### src/rtl/alu_share_arbiter_pkg.sv
// Shared constants for the two-requester ALU arbiter: ALU control codes and
// default widths used by the interface, the ALU and the arbiter top.
package alu_share_arbiter_pkg;

    localparam int W_DEF     = 32;
    localparam int CTR_W_DEF = 4;
    localparam int CNT_W_DEF = 16;

    localparam logic [3:0] ALU_AND = 4'b0000;
    localparam logic [3:0] ALU_OR  = 4'b0001;
    localparam logic [3:0] ALU_ADD = 4'b0010;
    localparam logic [3:0] ALU_SUB = 4'b0110;
    localparam logic [3:0] ALU_SLT = 4'b0111;
    localparam logic [3:0] ALU_NOR = 4'b1100;

endpackage

### src/rtl/alu_share_arbiter_if.sv
// Bundle of the two request ports, the response slot and the completion
// counters. The slave side is the arbiter; the master side drives requests
// and consumes responses.
interface alu_share_if #(
    parameter int W     = 32,
    parameter int CTR_W = 4,
    parameter int CNT_W = 16
);
    logic             req0_valid;
    logic [W-1:0]     req0_a;
    logic [W-1:0]     req0_b;
    logic [CTR_W-1:0] req0_ctr;
    logic             req0_ready;

    logic             req1_valid;
    logic [W-1:0]     req1_a;
    logic [W-1:0]     req1_b;
    logic [CTR_W-1:0] req1_ctr;
    logic             req1_ready;

    logic             rsp_valid;
    logic             rsp_ready;
    logic             rsp_id;
    logic [W-1:0]     rsp_res;
    logic             rsp_zero;

    logic [CNT_W-1:0] cnt0;
    logic [CNT_W-1:0] cnt1;

    modport slave (
        input  req0_valid, req0_a, req0_b, req0_ctr,
        output req0_ready,
        input  req1_valid, req1_a, req1_b, req1_ctr,
        output req1_ready,
        output rsp_valid, rsp_id, rsp_res, rsp_zero,
        input  rsp_ready,
        output cnt0, cnt1
    );

    modport master (
        output req0_valid, req0_a, req0_b, req0_ctr,
        input  req0_ready,
        output req1_valid, req1_a, req1_b, req1_ctr,
        input  req1_ready,
        input  rsp_valid, rsp_id, rsp_res, rsp_zero,
        output rsp_ready,
        input  cnt0, cnt1
    );

endinterface

### src/rtl/alu_share_arbiter_alu.sv
// Combinational 32-bit ALU shared by both requesters. Unknown control codes
// yield zero; SLT reports the sign of the wrapped difference (overflow ignored).
module alu_share_arbiter_alu
    import alu_share_arbiter_pkg::*;
#(
    parameter int W     = W_DEF,
    parameter int CTR_W = CTR_W_DEF
) (
    input  logic [W-1:0]     input1,
    input  logic [W-1:0]     input2,
    input  logic [CTR_W-1:0] aluCtr,
    output logic [W-1:0]     aluRes,
    output logic             zero
);

    logic [W-1:0] diff_s;

    assign diff_s = input1 - input2;

    // Select the operation result from the control code.
    always_comb begin
        aluRes = {W{1'b0}};
        case (aluCtr)
            ALU_AND: aluRes = input1 & input2;
            ALU_OR:  aluRes = input1 | input2;
            ALU_ADD: aluRes = input1 + input2;
            ALU_SUB: aluRes = diff_s;
            ALU_SLT: aluRes = {{(W-1){1'b0}}, diff_s[W-1]};
            ALU_NOR: aluRes = ~(input1 | input2);
            default: aluRes = {W{1'b0}};
        endcase
    end

    assign zero = (aluRes == {W{1'b0}});

endmodule

### src/rtl/alu_share_arbiter.sv
// Round-robin arbiter sharing one ALU between two requesters, with a single
// registered result slot (valid/ready) and per-requester completion counters.
module alu_share_arbiter
    import alu_share_arbiter_pkg::*;
#(
    parameter int W     = W_DEF,
    parameter int CTR_W = CTR_W_DEF,
    parameter int CNT_W = CNT_W_DEF
) (
    input  logic       clk,
    input  logic       reset,
    alu_share_if.slave bus
);

    localparam logic [CNT_W-1:0] CNT_ONE = {{(CNT_W-1){1'b0}}, 1'b1};

    logic             slot_free_s;
    logic             grant0_s;
    logic             grant1_s;
    logic             grant_s;
    logic [W-1:0]     op_a_s;
    logic [W-1:0]     op_b_s;
    logic [CTR_W-1:0] op_ctr_s;
    logic [W-1:0]     alu_res_s;
    logic             alu_zero_s;
    logic             xfer_s;

    logic             rsp_valid_q, rsp_valid_d;
    logic             rsp_id_q,    rsp_id_d;
    logic [W-1:0]     rsp_res_q,   rsp_res_d;
    logic             rsp_zero_q,  rsp_zero_d;
    logic             last_grant_q, last_grant_d;
    logic [CNT_W-1:0] cnt0_q, cnt0_d;
    logic [CNT_W-1:0] cnt1_q, cnt1_d;

    // A slot may be refilled in the same cycle it drains.
    assign slot_free_s = !rsp_valid_q || bus.rsp_ready;
    assign xfer_s      = rsp_valid_q && bus.rsp_ready;

    // Tie goes to the requester that did not win last; a lone requester always wins.
    assign grant0_s = !reset && slot_free_s && bus.req0_valid &&
                      (!bus.req1_valid || last_grant_q);
    assign grant1_s = !reset && slot_free_s && bus.req1_valid &&
                      (!bus.req0_valid || !last_grant_q);
    assign grant_s  = grant0_s || grant1_s;

    assign bus.req0_ready = grant0_s;
    assign bus.req1_ready = grant1_s;

    assign op_a_s   = grant1_s ? bus.req1_a   : bus.req0_a;
    assign op_b_s   = grant1_s ? bus.req1_b   : bus.req0_b;
    assign op_ctr_s = grant1_s ? bus.req1_ctr : bus.req0_ctr;

    alu_share_arbiter_alu #(
        .W     (W),
        .CTR_W (CTR_W)
    ) u_alu (
        .input1 (op_a_s),
        .input2 (op_b_s),
        .aluCtr (op_ctr_s),
        .aluRes (alu_res_s),
        .zero   (alu_zero_s)
    );

    // Next state of the result slot and the round-robin pointer.
    always_comb begin
        rsp_valid_d  = rsp_valid_q;
        rsp_id_d     = rsp_id_q;
        rsp_res_d    = rsp_res_q;
        rsp_zero_d   = rsp_zero_q;
        last_grant_d = last_grant_q;
        if (grant_s) begin
            rsp_valid_d  = 1'b1;
            rsp_id_d     = grant1_s;
            rsp_res_d    = alu_res_s;
            rsp_zero_d   = alu_zero_s;
            last_grant_d = grant1_s;
        end else if (xfer_s) begin
            rsp_valid_d  = 1'b0;
        end else begin
            rsp_valid_d  = rsp_valid_q;
        end
    end

    // Next state of the delivered-response counters (wrap naturally).
    always_comb begin
        cnt0_d = cnt0_q;
        cnt1_d = cnt1_q;
        if (xfer_s && !rsp_id_q) begin
            cnt0_d = cnt0_q + CNT_ONE;
        end else if (xfer_s && rsp_id_q) begin
            cnt1_d = cnt1_q + CNT_ONE;
        end else begin
            cnt0_d = cnt0_q;
        end
    end

    // State registers; reset discards any in-flight result and leaves req0 first in line.
    always_ff @(posedge clk) begin
        if (reset) begin
            rsp_valid_q  <= 1'b0;
            rsp_id_q     <= 1'b0;
            rsp_res_q    <= {W{1'b0}};
            rsp_zero_q   <= 1'b0;
            last_grant_q <= 1'b1;
            cnt0_q       <= {CNT_W{1'b0}};
            cnt1_q       <= {CNT_W{1'b0}};
        end else begin
            rsp_valid_q  <= rsp_valid_d;
            rsp_id_q     <= rsp_id_d;
            rsp_res_q    <= rsp_res_d;
            rsp_zero_q   <= rsp_zero_d;
            last_grant_q <= last_grant_d;
            cnt0_q       <= cnt0_d;
            cnt1_q       <= cnt1_d;
        end
    end

    assign bus.rsp_valid = rsp_valid_q;
    assign bus.rsp_id    = rsp_id_q;
    assign bus.rsp_res   = rsp_res_q;
    assign bus.rsp_zero  = rsp_zero_q;
    assign bus.cnt0      = cnt0_q;
    assign bus.cnt1      = cnt1_q;

endmodule

### src/flat_wrapper.sv
// flat-port wrapper written by rule: the top's interface ports become plain ports
module alu_share_arbiter_flat import alu_share_arbiter_pkg::*;
#(
    parameter int W     = W_DEF,
    parameter int CTR_W = CTR_W_DEF,
    parameter int CNT_W = CNT_W_DEF
)
  (clk, reset, bus_req0_valid, bus_req0_a, bus_req0_b, bus_req0_ctr, bus_req0_ready, bus_req1_valid, bus_req1_a, bus_req1_b, bus_req1_ctr, bus_req1_ready, bus_rsp_valid, bus_rsp_id, bus_rsp_res, bus_rsp_zero, bus_rsp_ready, bus_cnt0, bus_cnt1);
  alu_share_if #(.W(W), .CTR_W(CTR_W), .CNT_W(CNT_W)) bus_i ();
  input  logic clk;
  input  logic reset;
  input wire logic [$bits(bus_i.req0_valid)-1:0] bus_req0_valid;
  input wire logic [$bits(bus_i.req0_a)-1:0] bus_req0_a;
  input wire logic [$bits(bus_i.req0_b)-1:0] bus_req0_b;
  input wire logic [$bits(bus_i.req0_ctr)-1:0] bus_req0_ctr;
  output wire logic [$bits(bus_i.req0_ready)-1:0] bus_req0_ready;
  input wire logic [$bits(bus_i.req1_valid)-1:0] bus_req1_valid;
  input wire logic [$bits(bus_i.req1_a)-1:0] bus_req1_a;
  input wire logic [$bits(bus_i.req1_b)-1:0] bus_req1_b;
  input wire logic [$bits(bus_i.req1_ctr)-1:0] bus_req1_ctr;
  output wire logic [$bits(bus_i.req1_ready)-1:0] bus_req1_ready;
  output wire logic [$bits(bus_i.rsp_valid)-1:0] bus_rsp_valid;
  output wire logic [$bits(bus_i.rsp_id)-1:0] bus_rsp_id;
  output wire logic [$bits(bus_i.rsp_res)-1:0] bus_rsp_res;
  output wire logic [$bits(bus_i.rsp_zero)-1:0] bus_rsp_zero;
  input wire logic [$bits(bus_i.rsp_ready)-1:0] bus_rsp_ready;
  output wire logic [$bits(bus_i.cnt0)-1:0] bus_cnt0;
  output wire logic [$bits(bus_i.cnt1)-1:0] bus_cnt1;
  assign bus_i.req0_valid = bus_req0_valid;
  assign bus_i.req0_a = bus_req0_a;
  assign bus_i.req0_b = bus_req0_b;
  assign bus_i.req0_ctr = bus_req0_ctr;
  assign bus_req0_ready = bus_i.req0_ready;
  assign bus_i.req1_valid = bus_req1_valid;
  assign bus_i.req1_a = bus_req1_a;
  assign bus_i.req1_b = bus_req1_b;
  assign bus_i.req1_ctr = bus_req1_ctr;
  assign bus_req1_ready = bus_i.req1_ready;
  assign bus_rsp_valid = bus_i.rsp_valid;
  assign bus_rsp_id = bus_i.rsp_id;
  assign bus_rsp_res = bus_i.rsp_res;
  assign bus_rsp_zero = bus_i.rsp_zero;
  assign bus_i.rsp_ready = bus_rsp_ready;
  assign bus_cnt0 = bus_i.cnt0;
  assign bus_cnt1 = bus_i.cnt1;
  alu_share_arbiter #(.W(W), .CTR_W(CTR_W), .CNT_W(CNT_W)) u_core (.clk(clk), .reset(reset), .bus(bus_i));
endmodule
### config.mk
export PLATFORM = sky130hd
export DESIGN_NAME = alu_share_arbiter_flat
export DESIGN_NICKNAME = d
export VERILOG_FILES = /design/src/rtl/alu_share_arbiter_pkg.sv /design/src/rtl/alu_share_arbiter_if.sv /design/src/rtl/alu_share_arbiter_alu.sv /design/src/rtl/alu_share_arbiter.sv /design/src/flat_wrapper.sv
export SDC_FILE = /design/constraint.sdc
export NUM_CORES = 1
export LEC_CHECK = 0
export ABC_AREA = 1
export BUFFER_PORTS_ARGS = -buffer_cell sky130_fd_sc_hd__buf_4
export CAP_MARGIN = 20
export CORE_MARGIN = 2
export CORE_UTILIZATION = 49
export DETAILED_ROUTE_END_ITERATION = 12
export GPL_ROUTABILITY_DRIVEN = 0
export GPL_TIMING_DRIVEN = 0
export HOLD_SLACK_MARGIN = 0.03
export PLACE_DENSITY = 0.83
export SLEW_MARGIN = 10
export SYNTH_ARGS = -nofsm -noshare
export SYNTH_HDL_FRONTEND = slang
export SYNTH_SLANG_ARGS = --single-unit
### constraint.sdc
create_clock -name clk -period 7 [get_ports clk]
set_input_delay 0.7 -clock clk [delete_from_list [all_inputs] [get_ports clk]]
set_output_delay 0.7 -clock clk [all_outputs]
set_load 0.1 [all_outputs]
# After elaboration in Yosys (flattened, before gate mapping)
# Cells that the tools add are included.
[op_classes]
n_div = 0
n_shift = 0
mul = 0
order_cmp = 0
addsub = 4
muxes = 6
bitwise_logic = 4
n_reduce_logical = 22
eq_ne = 5
[ops]
columns = ["op", "n"]
rows = [
  ["32-bit one-hot mux with 6 select lines", 1],
  ["32-bit 2-to-1 mux", 2],
  ["16-bit by 1-bit adder with 16-bit output, second input constant", 2],
  ["32-bit adder", 1],
  ["32-bit bitwise AND", 1],
  ["32-bit logical NOT", 1],
  ["32-bit inverter", 1],
  ["32-bit bitwise OR", 1],
  ["32-bit subtractor", 1],
  ["4-bit by 3-bit equality test with 1-bit output, second input constant", 2],
  ["1-bit logical AND", 8],
  ["1-bit logical NOT", 6],
  ["4-bit by 1-bit equality test with 1-bit output, second input constant", 1],
  ["4-bit by 2-bit equality test with 1-bit output, second input constant", 1],
  ["4-bit equality test, second input constant", 1],
  ["4-bit logical NOT", 1],
  ["1-bit logical OR", 4],
  ["4-bit 2-to-1 mux", 1],
  ["1-bit 2-to-1 mux", 2],
  ["2-bit AND reduction", 1],
  ["2-bit nonzero test", 1],
  ["1-bit inverter", 1],
]
[word_totals]
word_cells = 48
mem_bits_rw = 0
romBits = 0
inputBits = 141
latch_bits = 0
regBits = 68
n_memories = 0

# Logic depth before layout (Yosys ltp)
# Gate-level depths: netlist (run 1).
[logic_depth]
depth_word = 10
ltp_mapped = 31
ltp_nobuf = 29

# Cells and area by module
# A second synthesis (run 1) with hierarchy kept.
[hier_totals]
hier_cells = 1985
area_unflattened_um2 = 10401.2
[modules_own_cells]
columns = ["module", "cells_per_inst", "n_inst", "area_per_inst_um2"]
rows = [
  ["alu_share_arbiter_alu", 1356, 1, 6702.7],
  ["alu_share_arbiter", 629, 1, 3698.5],
]

# Worst setup path after synthesis (run 1)
# Ideal clock, no wire load.
[synth_path]
path_kind = "reg2reg"
start = "register u_core.rsp_valid_q (netlist: u_core.bus.rsp_valid)"
end = "register u_core.rsp_zero_q (netlist: u_core.bus.rsp_zero)"
n_path_buf = 1
arrival_ns = 4.649
path_slack_ns = 2.280
t_required_ns = 6.929
period_less_slack_ns = 4.720
setup_time_ns = 0.071
stages_incl_launch_ff = 25
path_cell_list = "dfxtp_1 > nand2_2 > nand2_4 > nor2_8 > clkbuf_1 > or2_2 > o21ai_0 > inv_1 > ha_1 > fa_1 > nand2_1 > nand3_1 > nand3_1 > nand2_1 > nand2_1 > nand3_1 > a21oi_1 > nand2_1 > nand3_1 > nand2_1 > nor2_1 > nand3_1 > nor2_1 > nand3_1 > a21oi_1"
[synth_between]
elab_chain_len = 10
[synth_rtl]
columns = ["item", "line_no", "text"]
rows = [
  ["start: declaration", "alu_share_arbiter.sv:28", "logic rsp_valid_q, rsp_valid_d;"],
  ["start signal: assignment", "alu_share_arbiter.sv:109", "rsp_valid_q <= rsp_valid_d;"],
  ["1-bit logical NOT *", "alu_share_arbiter.sv:37", "assign slot_free_s = !rsp_valid_q || bus.rsp_ready;"],
  ["1-bit logical OR *", "alu_share_arbiter.sv:37", ""],
  ["1-bit logical AND * (3 in a row)", "alu_share_arbiter.sv:43", "assign grant1_s = !reset && slot_free_s && bus.req1_valid &&"],
  ["named net bus_req1_ready", "flat_wrapper.sv:21", "output wire logic [$bits(bus_i.req1_ready)-1:0] bus_req1_ready;"],
  ["parallel branches: the longest is 5 deep, another holds 32-bit subtractor", "-", ""],
  ["end signal: assignment", "alu_share_arbiter.sv:112", "rsp_zero_q <= rsp_zero_d;"],
  ["end: declaration", "alu_share_arbiter.sv:31", "logic rsp_zero_q, rsp_zero_d;"],
]
# Mark *: on every way through the listed nets, which the timed path passes.
# A chain may end at the register's enable or synchronous reset.

# Worst setup path in the final report (run 1)
[layout_path]
start = "input port bus_req0_valid"
end = "register u_core.rsp_zero_q (netlist: u_core.bus.rsp_zero)"
[layout_between]
elab_chain_len = 8
[layout_rtl]
columns = ["item", "line_no", "text"]
rows = [
  ["start: declaration", "flat_wrapper.sv:12", "input wire logic [$bits(bus_i.req0_valid)-1:0] bus_req0_valid;"],
  ["parallel branches: the longest is 8 deep, another holds 32-bit subtractor", "-", ""],
]
# Parallel ways; which one is timed is not known.

==> results.cfg, run 1 <==
[sta]
report.final.hold_viol_count = 0
relSlewSlack_pct = 39.55
tightest_slew_ps = 906.7
fin_tns_setup_ps = 0
final.min_clock_period_ps = 5818
post-route-worst-setup-slack_ps = 1182
timing.clock.skew_ps = 6.266
period_share_pct = 83.12
setup_viol = 0
grt_setup_unrepaired = false
max_clock_freq_ghz = 0.1719
timing_max_transition_violations_final = 0

[grt]
global_route_wire_length_before_repair_um = 57120
met2_usage_pct = 52.54
tot_gr_track_use_pct = 32.94
globalRouteMet3Util_pct = 7.981
number_of_antenna_violations_at_the_first_check_in_global_routing = 0
grt.overflow.total = 0
top_usage_layer_grt = met2
grt_pass1_vias = 11569
global_route.usage.met1_pct = 41.01
maximum_number_of_pins_on_one_net_before_global_route_repair = 11

[power_and_ir_drop]
switching_share_pct = 49.85
seqPwrFrac_pct = 21.0
p_leak_nw = 6.846
internal_power_mw = 1.023
totalPowerFinal_mw = 2.040
irDropWorstVdd_mv = 0.1236
power.switching_mw = 1.017
power_per_cell_area_nw_per_um2 = 167.7
combinationalPowerShare_pct = 58.5
clock_power_share_pct = 20.5

[worst_setup_path]
worst_ep_arrival_time_ps = 6080
r2r_start = u_core.last_grant_q$_SDFFE_PP1P_
critPathCaptureType = register
critical_path.reg2reg.endpoint = u_core.bus.rsp_zero$_SDFFE_PP0P_
r2r_cells = 27
critPathRequiredTime_ps = 7260
crit_path_max_fanout = 10
worst_setup_path_start_kind = input port
reg2reg_slack_ps = 1270
critical_path_class = in2reg

[route]
vias = 12596
detailedRoute.firstPassIterationCount = 9
drt_wl_total_um = 36740
drt_iter0_drc = 1685
avgRoutedWirePerCell_um = 16.11
drt_drc_violations_left = 0
post_drt_via_cell_ratio = 5.525
final_antenna_net_count = 0

[cts]
h-tree-depth = 3
clk_path_buf_depth = 2
postCtsSetupRepairBufs = 0
tritoncts = built
cts.repair.resized = 0
cts_hold_buf = 0
cts-buffers-inserted = 9
cts_sinks = 68
cts.reportedPaths.clkPinSlew_ps = 50
clock_latency_on_the_worst_skew_pair_ps = 330
clockRootBuffer = clkbuf_16

[die]
total_die_area_um2 = 21530
row_count = 52
dieHeight_um = 146.7
initial_utilization_pct = 49.65
coreArea_um2 = 20100
design.portCount = 210
die_w_um = 146.7

[logic_synthesis]
synth.distinct_cells = 48
post_synth.cell_area_avg_um2 = 5.586
async_reset_ff_share_pct = 0
synth-warning-count = 0
synthesis.instances = 1787
synth.net_count = 2035
ys_seq_area_share_pct = 13.64
yosys_most_used_dff = dfxtp_1
synth_enable_flop_cells = 0
synth_seq_cells = 68
synth.cell_area_um2 = 9982

[cells_and_area]
num_antenna_cells = 0
area_delta_synth_final_pct = 21.87
final_layout_size_suffix_gt1_share_pct = 15.32
most-common-layout-cells = nand2_1 (450), inv_1 (334), buf_4 (215)
fin_nets = 2255
final_common_cell = nand2_1
fill_cells = 1940
postLayoutCellArea_um2 = 12170

[placed_design]
io_buffers = 209
place.detailed.hpwl_um = 29740
dpl-instance-area_um2 = 11890
place_ws_ps = 1057

[hold_path]
worstHoldEndpoint = u_core.bus.cnt0[15]$_SDFFE_PP0P_
hold_depth = 1
worst_hold_startpoint = u_core.bus.cnt0[15]$_SDFFE_PP0P_
min-delay-path-class = reg2reg

[run]
cap_viol_max_count = 0

[run_status]
status = complete, no violations
synth_stat cells (4+ instances only):
cell type / number / share of area (%)
nand2_1: 450 / 17
inv_1: 334 / 13
nor2_1: 174 / 6.5
nand3_1: 155 / 7.8
o21ai_0: 137 / 6.9
a21oi_1: 111 / 5.6
ha_1: 105 / 13
dfxtp_1: 68 / 14
nor3_1: 28 / 1.4
clkbuf_1: 27 / 1.0
nand4_1: 23 / 1.4
o21bai_1: 23 / 1.7
buf_2: 18 / 0.90
o211ai_1: 18 / 1.4
nand2_2: 15 / 0.94
or2_2: 10 / 0.63
xor2_1: 10 / 0.88
inv_2: 8 / 0.30
nor2_2: 7 / 0.44
buf_4: 6 / 0.45
nand2_4: 6 / 0.68
o21ai_1: 5 / 0.25
a31oi_1: 4 / 0.25
o22ai_1: 4 / 0.25
worst max path at each step:
stage	from	to	slack [ps]	cells after the start
6_report	bus_req0_valid	u_core.bus.rsp_zero$_SDFFE_PP0P_	1180	28
5_1_grt	bus_req0_valid	u_core.bus.rsp_zero$_SDFFE_PP0P_	860	28
4_1_cts	bus_req0_valid	u_core.bus.rsp_zero$_SDFFE_PP0P_	1370	28
3_5_place_dp	bus_req0_valid	u_core.bus.rsp_zero$_SDFFE_PP0P_	1060	28
3_3_place_gp	bus_req0_valid	u_core.bus.rsp_zero$_SDFFE_PP0P_	1160	28
2_1_floorplan	u_core.bus.rsp_valid$_SDFFE_PP0P_	u_core.bus.rsp_zero$_SDFFE_PP0P_	2280	24
worst max-delay path: stages:
cell      delay [ps]
buf_4             90
nand2_1           80
nand2_4          120
inv_2             80
nand2_4          120
buf_6            170
clkbuf_1         700
clkbuf_1         740
nand2_1           90
o21ai_0          200
ha_1             410
fa_1             350
nand2_1           80
nand3_1          150
nand3_1           90
nand2_1          220
nand3_1          120
nand2_1          210
a21oi_1           90
o21ai_0           80
nand3_1           80
nor2_1           390
nand2_1          100
nor2_1           100
nand4_1          110
nor2_1           140
nand3_1          110
a21oi_1          140
sequential cells by signal (all words and copies together), names as in the netlist:
register	flops
u_core.bus.rsp_id	1
u_core.bus.rsp_zero	1
u_core.bus.cnt0	16
u_core.bus.rsp_res	32
u_core.bus.rsp_valid	1
u_core.last_grant_q	1
u_core.bus.cnt1	16
through the flow:
| step | hold WS (ps) | instances | utilization (%) |
|---|---|---|---|
| floorplan | 451.2 | 1787 | - |
| global placement | 440.1 | 2266 | 59.14 |
| detailed placement | 466.3 | 2266 | 59.14 |
| CTS | 475.8 | 2280 | 60.51 |
| global route | 500.4 | 2280 | 60.51 |
| finish | 472.6 | 2280 | 60.51 |
layout make-up:
cell class / count / area (um2) / area share, %
inverters: 343 / 1287 / 10.58
multi-input cells: 1321 / 7066 / 58.08
flip-flops and latches: 68 / 1361 / 11.19
clock inverters: 2 / 10.01 / 0.08228
well taps: 270 / 337.8 / 2.777
repair buffers: 209 / 1569 / 12.90
clock buffers: 12 / 266.5 / 2.191
plain buffers: 55 / 267.8 / 2.201
power groups by stage:
stage | combinational (mW) | clock, mW | sequential, mW
final | 1.19 | 0.419 | 0.428
after floorplan | 0.667 | 0 | 0.579
after global routing | 1.29 | 0.435 | 0.429
after global placement | 1.12 | 0 | 0.435
after CTS | 1.15 | 0.420 | 0.427
after detailed placement | 1.15 | 0 | 0.434
per-layer routing:
metal / wire, um / part of all wire [%]
met4: 2224 / 6.1
met1: 13970 / 38
met2: 15790 / 43
met5: 0 / 0
met3: 4753 / 13
kinds of logic after synthesis:
logic type               share of synthesized area [%]
AND/OR/NAND/NOR                                  38.27
XOR/XNOR                                        0.8774
multiplexers                                    0.3008
adder cells (fa/ha/maj)                          13.56
AO/OA/AOI/OAI                                    17.77
buffers and inverters                            15.58
flip-flops                                       13.64
(Power assumes the default switching activity.)
==> run 2, diff against run 1 <==
--- a/config.mk
+++ b/config.mk
@@ -5,7 +5,7 @@
 export SDC_FILE = /design/constraint.sdc
 export NUM_CORES = 1
 export LEC_CHECK = 0
-export ABC_AREA = 1
+export ABC_AREA = 0
 export BUFFER_PORTS_ARGS = -buffer_cell sky130_fd_sc_hd__buf_4
 export CAP_MARGIN = 20
 export CORE_MARGIN = 2
@@ -14,7 +14,7 @@
 export GPL_ROUTABILITY_DRIVEN = 0
 export GPL_TIMING_DRIVEN = 0
 export HOLD_SLACK_MARGIN = 0.03
-export PLACE_DENSITY = 0.83
+export PLACE_DENSITY = 0.84
 export SLEW_MARGIN = 10
 export SYNTH_ARGS = -nofsm -noshare
 export SYNTH_HDL_FRONTEND = slang
==> constraint.sdc (replaced) <==
create_clock -name clk -period 5.75 [get_ports clk]
set_input_delay 0.575 -clock clk [delete_from_list [all_inputs] [get_ports clk]]
set_output_delay 0.575 -clock clk [all_outputs]
set_load 0.1 [all_outputs]
==> results.cfg, run 2 <==
[cells_and_area]
final_common_cell = buf_4
instances_no_fill = 1629
postLayoutCellArea_um2 = 11210
fill_cells = 1552
most-common-layout-cells = buf_4 (216), nor2_1 (145), ha_1 (104)
num_antenna_cells = 0
largest_reg_flops = 32
final_layout_size_suffix_gt1_share_pct = 24.57
area_delta_synth_final_pct = 26.39
fin_nets = 1644

[cts]
cts.reportedPaths.clkPinSlew_ps = 50
cts-buffers-inserted = 9
clock_latency_on_the_worst_skew_pair_ps = 330
tritoncts = built
clockRootBuffer = clkbuf_16
clk_path_buf_depth = 2
cts_hold_buf = 0
h-tree-depth = 3
cts_sinks = 68

[die]
initial_utilization_pct = 49.72
dieHeight_um = 138.5
total_die_area_um2 = 19190
row_count = 49
coreArea_um2 = 17840
design.portCount = 210
die_w_um = 138.5

[placed_design]
dpl-instance-area_um2 = 10760
place.detailed.hpwl_um = 25720
dpl.cell_count = 1612
io_buffers = 209

[worst_setup_path]
timing.critical_path.slowest_cell_delay_ps = 460
worst_setup_path_start_kind = input port
reg2reg_slack_ps = 170
critical_path_class = in2reg
worst_ep_arrival_time_ps = 5860
critPathCaptureType = register
timing.critical_path.slowest_stage_cell = or4_4
r2r_start = u_core.last_grant_q$_SDFFE_PP1P_
r2r_cells = 18
crit_chain = buf_4 -> a21bo_1 -> nor3_4 -> buf_12 -> buf_2 -> mux2_2 -> ha_1 -> buf_6 -> or3_4 -> or4_4 -> or4_1 -> a21o_1 -> a31oi_2 -> nor3_1 -> a2111oi_0 -> a21oi_1 -> nor4_1 -> nand4_1 -> o32ai_2
critPathRequiredTime_ps = 5990
crit_path_max_fanout = 15
critical_path.reg2reg.endpoint = u_core.bus.rsp_zero$_SDFFE_PP0P_

[logic_synthesis]
synth.net_count = 1422
synth_fa_ha_area_share_pct = 15.26
synth_enable_flop_cells = 0
yosys_most_used_dff = dfxtp_1
synthesis.instances = 1174
synthTopCellsByArea = dfxtp_1 (15%), ha_1 (15%), mux2_2 (7.7%)
synth.distinct_cells = 80
synth-warning-count = 0
async_reset_ff_share_pct = 0
synthMuxAreaShare_pct = 10.85
synth_top_cells_by_count = nor2_1 (145), ha_1 (105), inv_1 (88)
synth-simple-area-share_pct = 20.17
synth_top_family_by_area = compound AO/OA/AOI/OAI gates
post-synth-top-count-cell = nor2_1
synth.cell_area_um2 = 8870
synth-compound-area-share_pct = 27.14
synth_top_area_cell = dfxtp_1
post_synth.cell_area_avg_um2 = 7.555
ys_seq_area_share_pct = 15.35
synth_largest_type_area_fraction_pct = 15.35
synthXorXnorAreaFrac_pct = 4.246
synth_seq_cells = 68

[route]
avgRoutedWirePerCell_um = 20.22
drt_drc_violations_left = 0
post_drt_via_cell_ratio = 6.467
drt_iter0_drc = 1356
final_antenna_net_count = 0
detailedRoute.firstPassIterationCount = 9
drt_wl_total_um = 32950
vias = 10534

[power_and_ir_drop]
p_leak_nw = 5.079
totalPowerFinal_mw = 2.305
irDropWorstVdd_mv = 0.2867
switching_share_pct = 45.49
clock_power_share_pct = 21.6
power.switching_mw = 1.049
combinationalPowerShare_pct = 56.1
internal_power_mw = 1.257
seqPwrFrac_pct = 22.3
power_per_cell_area_nw_per_um2 = 205.6

[sta]
fin_worst_hold_slack_ps = 455.2
period_share_pct = 97.70
max_clock_freq_ghz = 0.1780
final.min_clock_period_ps = 5618
relSlewSlack_pct = 23.55
tightest_slew_ps = 1139
report.final.hold_viol_count = 0
setup_viol = 0
timing_max_transition_violations_final = 0
timing.clock.skew_ps = 3.959

[grt]
grt_pass1_vias = 9913
maximum_number_of_pins_on_one_net_before_global_route_repair = 20
tot_gr_track_use_pct = 32.70
number_of_antenna_violations_at_the_first_check_in_global_routing = 0
global_route_wire_length_before_repair_um = 51360
grt.overflow.total = 0

[hold_path]
hold_depth = 2
worst_hold_startpoint = u_core.bus.rsp_res[7]$_SDFFE_PP0P_
worstHoldEndpoint = u_core.bus.rsp_res[7]$_SDFFE_PP0P_
min-delay-path-class = reg2reg

[run_status]
status = complete, no violations

[run]
cap_viol_max_count = 0
-- run 2: changes by cell type after synthesis, moves of 30 or more --
cell,before,now
nand3_1,155,18
nand2_1,450,66
mux2_2,0,61
a211oi_1,2,32
o21ai_0,137,28
inv_1,334,88
-- run 2: power groups by stage --
stage / clock network (mW) / registers, mW / logic, mW
4_1_cts: 0.500 / 0.514 / 1.23
2_1_floorplan: 0 / 0.698 / 0.696
3_3_place_gp: 0 / 0.522 / 1.19
3_5_place_dp: 0 / 0.523 / 1.21
6_report: 0.499 / 0.514 / 1.29
5_1_grt: 0.520 / 0.516 / 1.37
-- run 2: worst max-delay path by stage --
stage               depth (start not counted)  slack [ps]                          endpoint            from
detailed placement                         19       -1470  u_core.bus.rsp_zero$_SDFFE_PP0P_  bus_req0_valid
finish                                     19         130  u_core.bus.rsp_zero$_SDFFE_PP0P_  bus_req0_valid
global route                               20         -40  u_core.bus.rsp_zero$_SDFFE_PP0P_  bus_req0_valid
CTS                                        19          10  u_core.bus.rsp_zero$_SDFFE_PP0P_  bus_req0_valid
global placement                           19       -1400  u_core.bus.rsp_zero$_SDFFE_PP0P_  bus_req0_valid
floorplan                                  20          30  u_core.bus.rsp_zero$_SDFFE_PP0P_  bus_req1_valid
-- run 2: final cells by class --
class	instances	area [um2]	share of cell area, %
multi-input combinational	944	7007	62.50
timing repair buffer	216	1622	14.46
sequential	68	1363	12.15
inverter	93	349.1	3.114
buffer	64	314.1	2.801
tap	229	286.5	2.556
clock buffer	13	260.3	2.321
clock inverter	2	10.01	0.08929
-- run 2: kinds of logic (layout without fill, tap and decap cells) --
logic type      after synthesis  in the layout
xor+xnor                     43             43
buf+inv                     162            388
mux                          86             86
simple gates                373            373
flops                        68             68
fa+ha+maj                   107            107
compound gates              335            335
-- run 2: through the flow --
stage / worst slack, ps / setup TNS (ps) / utilization [%]
2_1_floorplan: 34.98 / 0 / -
3_3_place_gp: -1399 / -13630 / 60.30
3_5_place_dp: -1466 / -15140 / 60.30
4_1_cts: 12.52 / 0 / 62.16
5_1_grt: -38.84 / -38.84 / 62.84
6_report: 132.2 / 0 / 62.84
-- run 2: repair_timing --
item / 4_1_cts / 5_1_grt
gates resized for setup: 20 / 21
endpoints found under the setup margin: 20 / 3
endpoints found under the hold margin: 0 / 0
setup buffers: 1 / 5
pin swaps: 1 / 6
-- run 2: layer usage --
metal / vias to the layer above / wire length, um / global-route usage (%)
li1: 4740 / - / -
met5: - / 0 / 0
met4: 0 / 1971 / 16.65
met1: 4777 / 12100 / 39.97
met2: 831 / 14380 / 53.78
met3: 186 / 4494 / 7.838
-- run 2: worst max-delay path, delay by kind of cell --
kind	cells	cell delay, ps
AND/OR/NAND/NOR	7	2080
AO/OA/AOI/OAI	6	1650
buffers and inverters	4	810
multiplexers	1	410
adder cells (fa/ha/maj)	1	310
